**src/rtl/mem_arbiter_if.sv**
```systemverilog
// Requester-side bundle for mem_arbiter: fetch and MEM-stage handshakes plus stall requests.
// The pipeline uses the master modport; the arbiter uses the slave modport.
interface mem_arbiter_if;
    logic        if_req;
    logic        if_cancel;
    logic [31:0] if_addr;
    logic        if_done;
    logic [31:0] if_data;

    logic        mem_load;
    logic        mem_store;
    logic [31:0] mem_addr;
    logic [31:0] mem_wdata;
    logic [2:0]  mem_length;
    logic        mem_signed;
    logic        mem_done;
    logic [31:0] mem_rdata;

    logic        stall_if;
    logic        stall_mem;

    modport master (
        output if_req, if_cancel, if_addr, mem_load, mem_store, mem_addr,
               mem_wdata, mem_length, mem_signed,
        input  if_done, if_data, mem_done, mem_rdata, stall_if, stall_mem
    );

    modport slave (
        input  if_req, if_cancel, if_addr, mem_load, mem_store, mem_addr,
               mem_wdata, mem_length, mem_signed,
        output if_done, if_data, mem_done, mem_rdata, stall_if, stall_mem
    );
endinterface

```
**src/rtl/mem_arbiter.sv**
```systemverilog
// Shares one byte-wide synchronous RAM port between instruction fetch and the MEM stage,
// sequencing multi-byte accesses one byte per cycle and assembling/extending load data.
module mem_arbiter #(
    parameter int ADDR_W = 17
) (
    input  logic              clock,
    input  logic              reset,
    mem_arbiter_if.slave      bus,
    output logic [ADDR_W-1:0] ram_addr,
    output logic              ram_wr,
    output logic [7:0]        ram_dout,
    input  logic [7:0]        ram_din
);
    typedef enum logic [1:0] {IDLE, ISSUE, TAIL, DONE} state_t;

    state_t      state;
    logic        owner_mem;
    logic        op_store;
    logic        op_signed;
    logic [2:0]  len;
    logic [2:0]  cnt;
    logic [23:0] wbuf;
    logic [23:0] rbuf;
    logic [31:0] assembled;
    logic [31:0] extended;
    logic        unused_addr_bits;

    function automatic logic [2:0] decode_len(input logic [2:0] l);
        case (l)
            3'd1:    decode_len = 3'd1;
            3'd2:    decode_len = 3'd2;
            default: decode_len = 3'd4;
        endcase
    endfunction

    assign unused_addr_bits = ^{bus.if_addr[31:ADDR_W], bus.mem_addr[31:ADDR_W]};

    assign bus.stall_if  = bus.if_req & ~bus.if_done;
    assign bus.stall_mem = (bus.mem_load | bus.mem_store) & ~bus.mem_done;

    // Read bytes arrive LSB first and are shifted in from the top, so the last
    // L bytes received always sit in the upper L byte lanes of 'assembled'.
    always_comb begin
        assembled = {ram_din, rbuf};
        extended  = assembled;
        case (len)
            3'd1:    extended = {{24{op_signed & assembled[31]}}, assembled[31:24]};
            3'd2:    extended = {{16{op_signed & assembled[31]}}, assembled[31:16]};
            default: extended = assembled;
        endcase
    end

    always_ff @(posedge clock) begin
        if (reset) begin
            state         <= IDLE;
            owner_mem     <= 1'b0;
            op_store      <= 1'b0;
            op_signed     <= 1'b0;
            len           <= 3'd4;
            cnt           <= 3'd0;
            wbuf          <= 24'h0;
            rbuf          <= 24'h0;
            ram_addr      <= '0;
            ram_wr        <= 1'b0;
            ram_dout      <= 8'h00;
            bus.if_done   <= 1'b0;
            bus.if_data   <= 32'h0;
            bus.mem_done  <= 1'b0;
            bus.mem_rdata <= 32'h0;
        end else begin
            bus.if_done  <= 1'b0;
            bus.mem_done <= 1'b0;
            case (state)
                IDLE: begin
                    ram_wr <= 1'b0;
                    cnt    <= 3'd0;
                    rbuf   <= 24'h0;
                    if (bus.mem_load | bus.mem_store) begin
                        owner_mem <= 1'b1;
                        op_store  <= bus.mem_store;
                        op_signed <= bus.mem_signed;
                        len       <= decode_len(bus.mem_length);
                        ram_addr  <= bus.mem_addr[ADDR_W-1:0];
                        ram_wr    <= bus.mem_store;
                        ram_dout  <= bus.mem_wdata[7:0];
                        wbuf      <= bus.mem_wdata[31:8];
                        state     <= ISSUE;
                    end else if (bus.if_req & ~bus.if_cancel) begin
                        owner_mem <= 1'b0;
                        op_store  <= 1'b0;
                        op_signed <= 1'b0;
                        len       <= 3'd4;
                        ram_addr  <= bus.if_addr[ADDR_W-1:0];
                        wbuf      <= 24'h0;
                        state     <= ISSUE;
                    end
                end
                ISSUE: begin
                    if (!owner_mem && bus.if_cancel) begin
                        state <= IDLE;
                    end else begin
                        if (cnt != 3'd0 && !op_store)
                            rbuf <= {ram_din, rbuf[23:8]};
                        if (cnt == len - 3'd1) begin
                            ram_wr <= 1'b0;
                            if (op_store) begin
                                bus.mem_done <= 1'b1;
                                state        <= DONE;
                            end else begin
                                state <= TAIL;
                            end
                        end else begin
                            ram_addr <= ram_addr + ADDR_W'(1);
                            ram_dout <= wbuf[7:0];
                            wbuf     <= {8'h00, wbuf[23:8]};
                            ram_wr   <= op_store;
                            cnt      <= cnt + 3'd1;
                        end
                    end
                end
                TAIL: begin
                    if (!owner_mem && bus.if_cancel) begin
                        state <= IDLE;
                    end else begin
                        if (owner_mem) begin
                            bus.mem_done  <= 1'b1;
                            bus.mem_rdata <= extended;
                        end else begin
                            bus.if_done <= 1'b1;
                            bus.if_data <= assembled;
                        end
                        state <= DONE;
                    end
                end
                // A request still held during the done pulse is not re-accepted here.
                DONE: begin
                    ram_wr <= 1'b0;
                    state  <= IDLE;
                end
                default: state <= IDLE;
            endcase
        end
    end
endmodule

```
**src/flat_wrapper.sv**
```systemverilog
// flat-port wrapper written by rule: the top's interface ports become plain ports
module mem_arbiter_flat 
#(
    parameter int ADDR_W = 17
)
  (clock, reset, ram_addr, ram_wr, ram_dout, ram_din, bus_if_req, bus_if_cancel, bus_if_addr, bus_mem_load, bus_mem_store, bus_mem_addr, bus_mem_wdata, bus_mem_length, bus_mem_signed, bus_if_done, bus_if_data, bus_mem_done, bus_mem_rdata, bus_stall_if, bus_stall_mem);
  mem_arbiter_if bus_i ();
  input  logic clock;
  input  logic reset;
  output logic [ADDR_W-1:0] ram_addr;
  output logic ram_wr;
  output logic [7:0] ram_dout;
  input  logic [7:0] ram_din;
  input wire logic [$bits(bus_i.if_req)-1:0] bus_if_req;
  input wire logic [$bits(bus_i.if_cancel)-1:0] bus_if_cancel;
  input wire logic [$bits(bus_i.if_addr)-1:0] bus_if_addr;
  input wire logic [$bits(bus_i.mem_load)-1:0] bus_mem_load;
  input wire logic [$bits(bus_i.mem_store)-1:0] bus_mem_store;
  input wire logic [$bits(bus_i.mem_addr)-1:0] bus_mem_addr;
  input wire logic [$bits(bus_i.mem_wdata)-1:0] bus_mem_wdata;
  input wire logic [$bits(bus_i.mem_length)-1:0] bus_mem_length;
  input wire logic [$bits(bus_i.mem_signed)-1:0] bus_mem_signed;
  output wire logic [$bits(bus_i.if_done)-1:0] bus_if_done;
  output wire logic [$bits(bus_i.if_data)-1:0] bus_if_data;
  output wire logic [$bits(bus_i.mem_done)-1:0] bus_mem_done;
  output wire logic [$bits(bus_i.mem_rdata)-1:0] bus_mem_rdata;
  output wire logic [$bits(bus_i.stall_if)-1:0] bus_stall_if;
  output wire logic [$bits(bus_i.stall_mem)-1:0] bus_stall_mem;
  assign bus_i.if_req = bus_if_req;
  assign bus_i.if_cancel = bus_if_cancel;
  assign bus_i.if_addr = bus_if_addr;
  assign bus_i.mem_load = bus_mem_load;
  assign bus_i.mem_store = bus_mem_store;
  assign bus_i.mem_addr = bus_mem_addr;
  assign bus_i.mem_wdata = bus_mem_wdata;
  assign bus_i.mem_length = bus_mem_length;
  assign bus_i.mem_signed = bus_mem_signed;
  assign bus_if_done = bus_i.if_done;
  assign bus_if_data = bus_i.if_data;
  assign bus_mem_done = bus_i.mem_done;
  assign bus_mem_rdata = bus_i.mem_rdata;
  assign bus_stall_if = bus_i.stall_if;
  assign bus_stall_mem = bus_i.stall_mem;
  mem_arbiter #(.ADDR_W(ADDR_W)) u_core (.clock(clock), .reset(reset), .bus(bus_i), .ram_addr(ram_addr), .ram_wr(ram_wr), .ram_dout(ram_dout), .ram_din(ram_din));
endmodule
```
**config.mk**
```make
export PLATFORM = sky130hd
export DESIGN_NAME = mem_arbiter_flat
export DESIGN_NICKNAME = d
export VERILOG_FILES = /design/src/rtl/mem_arbiter_if.sv /design/src/rtl/mem_arbiter.sv /design/src/flat_wrapper.sv
export SDC_FILE = /design/constraint.sdc
export NUM_CORES = 1
export LEC_CHECK = 0
export ABC_AREA = 1
export CORE_ASPECT_RATIO = 1.25
export CORE_MARGIN = 3
export CORE_UTILIZATION = 48
export CTS_CLUSTER_DIAMETER = 60
export DETAILED_ROUTE_END_ITERATION = 8
export GPL_TIMING_DRIVEN = 0
export MAX_ROUTING_LAYER = met4
export PLACE_DENSITY = 0.81
export SLEW_MARGIN = 20
export SYNTH_ARGS = -nofsm -noshare
export SYNTH_HDL_FRONTEND = slang
export SYNTH_SLANG_ARGS = --single-unit
```
**constraint.sdc**
```tcl
create_clock -name clock -period 2.4 [get_ports clock]
set_clock_uncertainty 0.05 [all_clocks]
set_input_delay 0.24 -clock clock [delete_from_list [all_inputs] [get_ports clock]]
set_output_delay 0.24 -clock clock [all_outputs]
set_load 0.005 [all_outputs]
```
## Yosys cells after proc, flatten, opt, wreduce, memory -nomap -nowiden

Cells that the tools add are included.

- Register bits after elaboration: 151
- Bits in latches: 0
- RAM bits: 0
- Memory bits (read-only): 0
- Bits of input ports: 114
- Output and inout port bits: 94
- Word-level logic and storage cells: 108
- Memories kept: 0

- Add/sub/neg operators: 3
- Multiply operators: 0
- Div/mod/pow operators: 0
- $lt $le $gt $ge: 0
- Equal/unequal tests: 14
- Shift operators: 0
- Multiplexer cells: 46
- Bitwise logic cells: 11
- Reduce and logical (&&, ||, !) cells: 19

Operators by type and width:

| cell | number |
|---|---|
| $mux W24 | 6 |
| $pmux W24 S2 | 2 |
| $mux W17 | 4 |
| $pmux W32 S2 | 1 |
| $pmux W17 S2 | 1 |
| $mux W8 | 3 |
| $add A17 B1 Y17 const B | 1 |
| $pmux W8 S2 | 1 |
| $mux W1 | 14 |
| $mux W3 | 4 |
| $pmux W3 S2 | 2 |
| $reduce_and A3 Y1 | 4 |
| $mux W2 | 5 |
| $pmux W2 S4 | 1 |
| $reduce_and A4 Y1 | 2 |
| $eq A3 B1 Y1 const B | 2 |
| $eq A3 B2 Y1 const B | 2 |
| $ne A3 B1 Y1 const B | 2 |
| $not A1 Y1 | 6 |
| $reduce_and A2 Y1 | 3 |
| $reduce_bool A3 Y1 | 2 |
| $and A1 B1 Y1 | 4 |
| $eq A2 B2 Y1 const B | 2 |
| $ne A2 B1 Y1 const B | 2 |
| 13 further kinds | 17 |

## Depth between registers and ports, before layout

Gate-level depths: netlist (run 1).

- Depth in word-level cells: 5
- Depth in mapped cells: 16
- Gate-level depth less buffers: 14

## Least setup slack after synthesis (run 1)

OpenSTA, ideal clock, no wires.

- Path kind: reg2reg
- Start: register u_core.len[0]
- End: register u_core.wbuf[0]
- Setup time: 0.115 ns
- Arrival time: 1.639 ns
- Required time: 2.235 ns
- Slack: 0.596 ns
- Cell stages (with the launch flop): 12
- Buffers on the path: 2
- Clock period less this slack: 1.804 ns
- Path through: dfxtp_1 -> inv_1 -> ha_1 -> xnor2_1 -> nor2_1 -> nand2_2 -> nand2_2 -> nand2_2 -> buf_6 -> buf_2 -> a21oi_1 -> nor2_1

- Cells in the longest elaborated chain, start to end: 4

Ends and longest elaborated chain:

| element | RTL line | source |
|---|---|---|
| start, declared | mem_arbiter.sv:20 | `logic [2:0] len;` |
| start signal, assigned | mem_arbiter.sv:82 | `len <= decode_len(bus.mem_length);` |
| $sub A3 B1 Y3 | mem_arbiter.sv:104 | `if (cnt == len - 3'd1) begin` |
| $eq A3 B3 Y1 | mem_arbiter.sv:104 |  |
| $ne A2 B2 Y1 (no line) | - |  |
| $reduce_and A4 Y1 (no line) | - |  |
| end signal, assigned | mem_arbiter.sv:86 | `wbuf <= bus.mem_wdata[31:8];` |
| end signal, assigned | mem_arbiter.sv:115 | `wbuf <= {8'h00, wbuf[23:8]};` |
| end, declared | mem_arbiter.sv:22 | `logic [23:0] wbuf;` |

Every way passes these cells.
A chain may end at the register's enable or synchronous reset.

## Worst setup path in the final report (run 1)

- Start: input bus_mem_store
- End: output bus_stall_mem

- Cells in the longest elaborated chain, start to end: 2

Ends and longest elaborated chain:

| element | RTL line | source |
|---|---|---|
| start, declared | flat_wrapper.sv:18 | `input wire logic [$bits(bus_i.mem_store)-1:0] bus_mem_store;` |
| $or A1 B1 Y1 | mem_arbiter.sv:39 | `assign bus.stall_mem = (bus.mem_load \| bus.mem_store) & ~bus.mem_done;` |
| $and A1 B1 Y1 | mem_arbiter.sv:39 |  |
| end, declared | flat_wrapper.sv:28 | `output wire logic [$bits(bus_i.stall_mem)-1:0] bus_stall_mem;` |

Every way passes these cells.

==> results of run 1 <==
==> registers in the layout (all words and copies together) (netlist names), 2 cells and up <==
| name | cells |
|---|---|
| u_core.cnt | 3 |
| u_core.ram_addr | 17 |
| u_core.bus.mem_rdata | 32 |
| u_core.ram_dout | 8 |
| u_core.bus.if_data | 32 |
| u_core.wbuf | 24 |
| u_core.state | 2 |
| u_core.rbuf | 24 |
| u_core.len | 3 |
==> cells in the mapped netlist (7+ instances only) <==
master / count / area, um2
o221ai_1: 15 / 131
a31o_2: 7 / 61.3
dfxtp_1: 151 / 3020
clkbuf_1: 34 / 128
a22oi_1: 25 / 188
o21ai_0: 81 / 405
buf_4: 7 / 52.6
a21oi_1: 56 / 280
buf_2: 16 / 80.1
a22o_1: 9 / 78.8
inv_1: 87 / 327
nand3_1: 30 / 150
ha_1: 11 / 138
a41oi_1: 8 / 70.1
nand2_1: 240 / 901
nand3b_1: 17 / 128
nor2_1: 211 / 792
==> area by class of cell <==
cell class	instances	area, um2
fillers	1302	4720
multi-input cells	738	3530
flip-flops and latches	151	3020
repair buffers	176	1760
clock buffers	17	425
inverters	94	353
plain buffers	63	314
well taps	178	223
clock inverters	15	184
==> timing repair <==
item                                    CTS  global route
hold buffers                              0             0
resized for setup                         2             0
endpoints found under the setup margin    3             0
==> worst max path at each step <==
stage / from / to / slack, ns / cells past startpoint
4_1_cts: bus_mem_store / bus_stall_mem / 0.07 / 5
3_5_place_dp: bus_if_cancel / u_core.bus.if_data[14] / -0.11 / 6
6_report: bus_mem_store / bus_stall_mem / 0.09 / 5
5_1_grt: u_core.len[0] / u_core.ram_dout[6] / 0.02 / 12
2_1_floorplan: u_core.len[0] / u_core.wbuf[0] / 0.60 / 11
3_3_place_gp: bus_mem_store / bus_stall_mem / -0.11 / 5
==> stage by stage <==
step | power, W | setup slack, ns
after global placement | 0.00784 | -0.107
after global routing | 0.0114 | 0.0199
after floorplan | 0.00627 | 0.596
after detailed placement | 0.00791 | -0.112
after CTS | 0.0107 | 0.0676
final | 0.0107 | 0.0944
==> where the power goes <==
group          internal [W]  switching, W
Clock               0.00158       0.00119
Sequential          0.00301      0.000380
Combinational       0.00192       0.00265
Total               0.00652       0.00422
==> per-layer routing <==
layer | track usage [%] | vias up
li1 | - | 3791
met1 | 34.1 | 3561
met2 | 49.4 | 389
met3 | 4.79 | 60
met4 | 13.2 | 0
met5 | - | -
==> cell families after synthesis <==
family | Yosys count | synth area share (%)
AND/OR/NAND/NOR | 514 | 28.9
AO/OA/AOI/OAI | 211 | 17.8
buffers and inverters | 157 | 9.23
flip-flops | 151 | 41.9
adder cells (fa/ha/maj) | 11 | 1.91
XOR/XNOR | 2 | 0.243
==> report_table.html, run 1 <==
<table>
<tr><th>Metric</th><th>Value</th></tr>
<tr><th colspan="2">Global route</th></tr>
<tr><td>Wire length of the first global-routing pass</td><td>36.8 mm</td></tr>
<tr><td>Via count of the first global-routing pass</td><td>7362</td></tr>
<tr><td>Global route overflow</td><td>0</td></tr>
<tr><td>Pin count of the biggest net entering global routing</td><td>17</td></tr>
<tr><td>Overall global routing resource usage</td><td>29.3%</td></tr>
<tr><td>Antenna violations before repair</td><td>0</td></tr>
<tr><th colspan="2">Detailed routing</th></tr>
<tr><td>Met2 routed wirelength</td><td>11.8 mm</td></tr>
<tr><td>Length of routed wiring on met1</td><td>9.47 mm</td></tr>
<tr><td>Wire length after detailed routing</td><td>24.0 mm</td></tr>
<tr><td>Total number of vias</td><td>7801</td></tr>
<tr><td>Vias per cell</td><td>5.45</td></tr>
<tr><td>DR top layer</td><td>met4</td></tr>
<tr><td>DRC errors left</td><td>0</td></tr>
<tr><td>Antenna viol nets, final</td><td>0</td></tr>
<tr><td>DR WL met3</td><td>1.94 mm</td></tr>
<tr><td>Routed wirelength normalized by instance count</td><td>16.8 um</td></tr>
<tr><td>Starting DRC count in detailed routing</td><td>637</td></tr>
<tr><td>Count of TritonRoute iterations in the first routing pass</td><td>8</td></tr>
<tr><th colspan="2">Hold path</th></tr>
<tr><td>Worst Min Path Start</td><td>reset</td></tr>
<tr><td>Capture endpoint of the worst hold path</td><td>u_core.op_store</td></tr>
<tr><td>Hold Path Class</td><td>in -&gt; reg</td></tr>
<tr><td>Number of cells traversed by the worst hold path</td><td>2</td></tr>
<tr><th colspan="2">Synth</th></tr>
<tr><td>Synth warnings</td><td>0</td></tr>
<tr><td>Sequential-to-total area share from yosys stat</td><td>41.9%</td></tr>
<tr><td>Share of flip-flops with an asynchronous set or reset after synthesis</td><td>0%</td></tr>
<tr><td>Synthesized instance count</td><td>1046</td></tr>
<tr><td>Flop and latch count out of synthesis</td><td>151</td></tr>
<tr><td>Synth Area per Inst</td><td>6.90 um2</td></tr>
<tr><td>Most frequently used flop master after synthesis</td><td>dfxtp_1</td></tr>
<tr><td>Number of unique standard cell types used by synthesis</td><td>36</td></tr>
<tr><td>Area of the mapped netlist</td><td>0.00721 mm2</td></tr>
<tr><td>EDFF count, synth</td><td>0</td></tr>
<tr><td>Syn nets</td><td>1171</td></tr>
<tr><th colspan="2">Cells and area</th></tr>
<tr><td>Growth of design area from synthesis to finish</td><td>36.0%</td></tr>
<tr><td>Commonest non-fill, non-tap cell in the layout</td><td>nand2_1</td></tr>
<tr><td>Final #Nets</td><td>1366</td></tr>
<tr><td>Final std cell area, no fill</td><td>0.00981 mm2</td></tr>
<tr><td>Layout cells sized above 1</td><td>6.70%</td></tr>
<tr><td>Post-route non-filler standard cell count</td><td>1432</td></tr>
<tr><td>Post-route core utilization</td><td>67.5%</td></tr>
<tr><td>Count of inserted antenna diode cells</td><td>0</td></tr>
<tr><td>Highest-count cells in the layout ignoring fill and taps</td><td>nand2_1 (240), nor2_1 (211), clkdlybuf4s50_1 (176), dfxtp_1 (151), inv_1 (87)</td></tr>
<tr><th colspan="2">Critical path</th></tr>
<tr><td>Critical path fanouts, max</td><td>10</td></tr>
<tr><td>Worst r2r path cells</td><td>8</td></tr>
<tr><td>Crit path buffers/inverters</td><td>3</td></tr>
<tr><td>Worst setup path class</td><td>in -&gt; out</td></tr>
<tr><td>Capturing point of the worst reg2reg path</td><td>u_core.bus.mem_rdata[28]</td></tr>
<tr><td>Top cell family by delay on the critical path</td><td>buffers and inverters</td></tr>
<tr><td>Kind of end point of the critical path</td><td>primary output</td></tr>
<tr><td>Largest stage delay on the critical path</td><td>0.45 ns</td></tr>
<tr><td>Startpoint type of the worst setup path</td><td>input pin</td></tr>
<tr><td>Crit path cell chain</td><td>clkdlybuf4s50_1 -&gt; nor2_1 -&gt; clkbuf_2 -&gt; nor2_1 -&gt; clkdlybuf4s50_1</td></tr>
<tr><td>WP data required</td><td>2.11 ns</td></tr>
<tr><td>Arrival time at the worst endpoint</td><td>2.02 ns</td></tr>
<tr><td>Reg2Reg Setup Slack</td><td>0.18 ns</td></tr>
<tr><td>Master of the slowest instance on the critical path</td><td>clkdlybuf4s50_1</td></tr>
<tr><td>Critical register-to-register path startpoint</td><td>u_core.len[0]</td></tr>
<tr><th colspan="2">Clock network</th></tr>
<tr><td>Setup Fix Bufs, Post-CTS</td><td>0</td></tr>
<tr><td>Clock latency at the later pin of the worst-skew pair</td><td>0.44 ns</td></tr>
<tr><td>Clock-pin slew on the worst setup and hold paths</td><td>0.06 ns</td></tr>
<tr><td>CTS tree</td><td>yes</td></tr>
<tr><td>H-tree depth</td><td>4</td></tr>
<tr><td>Maximum buffer depth of the clock tree</td><td>2</td></tr>
<tr><td>Total clock sinks</td><td>151</td></tr>
<tr><td>CTS Root Buffer Type</td><td>clkbuf_16</td></tr>
<tr><td>Inserted Clock Buffers</td><td>17</td></tr>
<tr><th colspan="2">Timing</th></tr>
<tr><td>Setup TNS after final layout</td><td>0 ns</td></tr>
<tr><td>Unrepaired setup endpoints after global routing</td><td>no</td></tr>
<tr><td>Worst-case hold slack</td><td>0.248 ns</td></tr>
<tr><td>Worst slew slack as a fraction of its limit</td><td>53.7%</td></tr>
<tr><td>Final setup violation count</td><td>0</td></tr>
<tr><td>Max Clk Rate</td><td>0.434 GHz</td></tr>
<tr><td>Clock period minus final worst setup slack</td><td>2.31 ns</td></tr>
<tr><td>Hold violation total from the final report</td><td>0</td></tr>
<tr><td>Final worst-path cycle share</td><td>96.1%</td></tr>
<tr><td>Count of final max-slew check failures</td><td>0</td></tr>
<tr><td>Tightest Pin Transition</td><td>0.695 ns</td></tr>
<tr><th colspan="2">Floorplan</th></tr>
<tr><td>IO Count</td><td>208</td></tr>
<tr><td>Die ar.</td><td>0.0165 mm2</td></tr>
<tr><td>Number of rows created at floorplan</td><td>49</td></tr>
<tr><td>Die Height</td><td>143 um</td></tr>
<tr><td>Initial core utilization</td><td>49.6%</td></tr>
<tr><td>DIE WIDTH</td><td>116 um</td></tr>
<tr><td>Placeable Area</td><td>0.0145 mm2</td></tr>
<tr><th colspan="2">Placement</th></tr>
<tr><td>GP Congestion</td><td>0.956</td></tr>
<tr><td># port buffers</td><td>176</td></tr>
<tr><td>Hpwl dp</td><td>17.4 mm</td></tr>
<tr><td>Instance area after placement</td><td>0.00920 mm2</td></tr>
<tr><td>Dpl cells</td><td>1400</td></tr>
<tr><th colspan="2">Outcome</th></tr>
<tr><td>Status</td><td>finished, final reports clean</td></tr>
<tr><th colspan="2">Pwr</th></tr>
<tr><td>Worst vdd ir</td><td>0.614 mV</td></tr>
<tr><td>Static leakage</td><td>4.29 nW</td></tr>
<tr><td>Power per cell area</td><td>1090 mW/mm2</td></tr>
<tr><th colspan="2">Flow run</th></tr>
<tr><td>Number of violations of the max-capacitance limit</td><td>0</td></tr>
</table>
Power figures use the tool's default switching activity.
==> run 2, diff against run 1 <==
Settings changed: SETUP_SLACK_MARGIN set to 0.1.
==> run 2 against run 1 <==
Die area unchanged. Sequential power about the same. Routed wire length rose by 0.37%. Combinational power is essentially flat. Maximum frequency grew 6.3%. Final area increased by 0.20%.
==> report_table.html, run 2 (synthesis results as in run 1) <==
<table>
<tr><th>Metric</th><th>Value</th></tr>
<tr><th colspan="2">Timing</th></tr>
<tr><td>Worst slew slack as a fraction of its limit</td><td>52.5% (-1.1 points)</td></tr>
<tr><td>Count of final max-slew check failures</td><td>0 (unchanged)</td></tr>
<tr><td>Final setup violation count</td><td>0 (unchanged)</td></tr>
<tr><td>Unrepaired setup endpoints after global routing</td><td>no</td></tr>
<tr><td>Max Clk Rate</td><td>0.461 GHz (+6.3%)</td></tr>
<tr><td>Clock period minus final worst setup slack</td><td>2.17 ns (-0.136 ns)</td></tr>
<tr><td>Hold violation total from the final report</td><td>0 (unchanged)</td></tr>
<tr><td>Final worst-path cycle share</td><td>90.4% (-5.7 points)</td></tr>
<tr><td>Tightest Pin Transition</td><td>0.712 ns (+0.0167 ns)</td></tr>
<tr><th colspan="2">Cells and area</th></tr>
<tr><td>Fillers</td><td>1296 (-0.46%)</td></tr>
<tr><td>Final #Nets</td><td>1366 (unchanged)</td></tr>
<tr><td>Count of inserted antenna diode cells</td><td>0 (unchanged)</td></tr>
<tr><td>Commonest non-fill, non-tap cell in the layout</td><td>nand2_1</td></tr>
<tr><td>Highest-count cells in the layout ignoring fill and taps</td><td>nand2_1 (239), nor2_1 (209), clkdlybuf4s50_1 (176), dfxtp_1 (150), inv_1 (87)</td></tr>
<tr><td>Layout cells sized above 1</td><td>7.18% (+0.48 points)</td></tr>
<tr><td>Post-route non-filler standard cell count</td><td>1432 (unchanged)</td></tr>
<tr><td>Largest registers</td><td>u_core.bus.if_data: 32 flops, u_core.bus.mem_rdata: 32 flops</td></tr>
<tr><td>Growth of design area from synthesis to finish</td><td>36.3%</td></tr>
<tr><td>Post-route core utilization</td><td>67.7% (+0.14 points)</td></tr>
<tr><th colspan="2">Placement</th></tr>
<tr><td>Dpl cells</td><td>1400 (unchanged)</td></tr>
<tr><td>Hpwl dp</td><td>17.4 mm (unchanged)</td></tr>
<tr><td>GP Congestion</td><td>0.956 (unchanged)</td></tr>
<tr><td># port buffers</td><td>176 (unchanged)</td></tr>
<tr><th colspan="2">Critical path</th></tr>
<tr><td>Top cell family by delay on the critical path</td><td>buffers and inverters</td></tr>
<tr><td>Crit path cell chain</td><td>clkdlybuf4s50_1 -&gt; nor2_2 -&gt; clkbuf_2 -&gt; nor2_1 -&gt; clkdlybuf4s50_1</td></tr>
<tr><td>Startpoint type of the worst setup path</td><td>input pin</td></tr>
<tr><td>Largest stage delay on the critical path</td><td>0.46 ns (about the same)</td></tr>
<tr><td>Critical path fanouts, max</td><td>10 (unchanged)</td></tr>
<tr><td>Crit path buffers/inverters</td><td>3 (unchanged)</td></tr>
<tr><td>WP data required</td><td>2.11 ns (about the same)</td></tr>
<tr><td>Crit-path most repeated cell</td><td>clkdlybuf4s50_1</td></tr>
<tr><td>Kind of end point of the critical path</td><td>primary output</td></tr>
<tr><td>Master of the slowest instance on the critical path</td><td>clkdlybuf4s50_1</td></tr>
<tr><td>Worst setup path class</td><td>in -&gt; out</td></tr>
<tr><td>Arrival time at the worst endpoint</td><td>1.88 ns (-0.14 ns)</td></tr>
<tr><th colspan="2">Clock network</th></tr>
<tr><td>CTS tree</td><td>yes</td></tr>
<tr><td>Clock-pin slew on the worst setup and hold paths</td><td>0.06 ns (about the same)</td></tr>
<tr><td>H-tree depth</td><td>4 (unchanged)</td></tr>
<tr><td>Hold-fix buffer count after cts</td><td>0 (unchanged)</td></tr>
<tr><td>Inserted Clock Buffers</td><td>17 (unchanged)</td></tr>
<tr><td>Clock latency at the later pin of the worst-skew pair</td><td>0.44 ns (about the same)</td></tr>
<tr><td>Total clock sinks</td><td>151 (unchanged)</td></tr>
<tr><td>Maximum buffer depth of the clock tree</td><td>2 (unchanged)</td></tr>
<tr><td>Setup Fix Bufs, Post-CTS</td><td>0 (unchanged)</td></tr>
<tr><td>CTS Root Buffer Type</td><td>clkbuf_16</td></tr>
<tr><th colspan="2">Floorplan</th></tr>
<tr><td>DIE WIDTH</td><td>116 um (unchanged)</td></tr>
<tr><td>Placeable Area</td><td>0.0145 mm2 (unchanged)</td></tr>
<tr><td>Number of rows created at floorplan</td><td>49 (unchanged)</td></tr>
<tr><td>Die ar.</td><td>0.0165 mm2 (unchanged)</td></tr>
<tr><td>Initial core utilization</td><td>49.6% (unchanged)</td></tr>
<tr><td>IO Count</td><td>208 (unchanged)</td></tr>
<tr><td>Die Height</td><td>143 um (unchanged)</td></tr>
<tr><th colspan="2">Pwr</th></tr>
<tr><td>Power per cell area</td><td>1090 mW/mm2 (about the same)</td></tr>
<tr><td>Total Power</td><td>0.0108 W (+0.28%)</td></tr>
<tr><td>Static leakage</td><td>4.29 nW (about the same)</td></tr>
<tr><td>Worst vdd ir</td><td>0.614 mV (about the same)</td></tr>
<tr><th colspan="2">Global route</th></tr>
<tr><td>Wire length of the first global-routing pass</td><td>36.8 mm (unchanged)</td></tr>
<tr><td>Antenna violations before repair</td><td>0 (unchanged)</td></tr>
<tr><td>Overall global routing resource usage</td><td>29.3% (unchanged)</td></tr>
<tr><td>Global route overflow</td><td>0 (unchanged)</td></tr>
<tr><td>Via count of the first global-routing pass</td><td>7362 (unchanged)</td></tr>
<tr><td>Pin count of the biggest net entering global routing</td><td>17 (unchanged)</td></tr>
<tr><th colspan="2">Detailed routing</th></tr>
<tr><td>Antenna viol nets, final</td><td>0 (unchanged)</td></tr>
<tr><td>Routed wirelength normalized by instance count</td><td>16.8 um (+0.37%)</td></tr>
<tr><td>Vias per cell</td><td>5.44 (-0.17%)</td></tr>
<tr><td>Count of TritonRoute iterations in the first routing pass</td><td>6 (-2)</td></tr>
<tr><td>Total number of vias</td><td>7788 (-0.17%)</td></tr>
<tr><td>Wire length after detailed routing</td><td>24.1 mm (+0.37%)</td></tr>
<tr><td>Starting DRC count in detailed routing</td><td>673 (+5.7%)</td></tr>
<tr><td>DRC errors left</td><td>0 (unchanged)</td></tr>
<tr><th colspan="2">Hold path</th></tr>
<tr><td>Hold Path Class</td><td>in -&gt; reg</td></tr>
<tr><th colspan="2">Outcome</th></tr>
<tr><td>Status</td><td>finished, final reports clean</td></tr>
<tr><th colspan="2">Flow run</th></tr>
<tr><td>Number of violations of the max-capacitance limit</td><td>0 (unchanged)</td></tr>
</table>
run 2: worst paths after layout:
path / from / endpoint / slack, ns / cells past startpoint
worst max-delay path: bus_mem_store / bus_stall_mem / 0.23 / 5
worst min-delay path: reset / u_core.op_store / 0.25 / 2
worst max register to register: u_core.state[0] / u_core.wbuf[21] / 0.23 / 11
worst min register to register: u_core.wbuf[0] / u_core.wbuf[0] / 0.43 / 2
run 2: layout make-up:
| class | count | area, um2 | share of cell area, % |
|---|---|---|---|
| Timing Repair Buffer | 176 | 1760 | 17.9 |
| Clock buffer | 17 | 425 | 4.33 |
| Buffer | 63 | 317 | 3.22 |
| Tap cell | 178 | 223 | 2.26 |
| Inverter | 94 | 353 | 3.59 |
| Multi-Input combinational cell | 738 | 3550 | 36.1 |
| Sequential cell | 151 | 3020 | 30.8 |
| Clock inverter | 15 | 184 | 1.87 |
run 2: layer usage:
layer / vias to the layer above / wire [um] / track usage, %
li1: 3784 / - / -
met1: 3568 / 9720 / 34.1
met2: 368 / 11900 / 49.4
met3: 68 / 1670 / 4.79
met4: 0 / 809 / 13.2
met5: - / 0 / -
run 2: repair_timing:
action | 4_1_cts | 5_1_grt
cloned | 0 | 0
setup endpoints to repair | 10 | 21
resized for setup | 2 | 8
run 2: worst reg2reg max path, cell delays in order, from the launching register on:
cell and delay [ns]:
dfxtp_1 0.33, inv_1 0.12, ha_1 0.33, inv_2 0.09, nor2_1 0.27, inv_2 0.09, nand2_2 0.10, buf_6 0.15
nand2_4 0.07, buf_4 0.21, nor2_1 0.17, nor2_1 0.07
run 2: power by group:
part,total (W),leakage (nW),switching (W),internal (W)
combinational,0.00459,2.76,0.00266,0.00194
clock,0.00277,0.301,0.00119,0.00158
sequential,0.00340,1.23,0.000381,0.00301
total,0.0108,4.29,0.00423,0.00653
run 2: per-stage QoR:
step	hold slack (ns)	worst slack (ns)	area, um2	setup TNS, ns
3_3_place_gp	0.410	-0.107	9200	-0.541
3_5_place_dp	0.418	-0.112	9200	-0.912
5_1_grt	0.275	0.106	9830	0
6_report	0.254	0.231	9830	0
4_1_cts	0.239	0.0676	9810	0
2_1_floorplan	0.325	0.596	7210	0
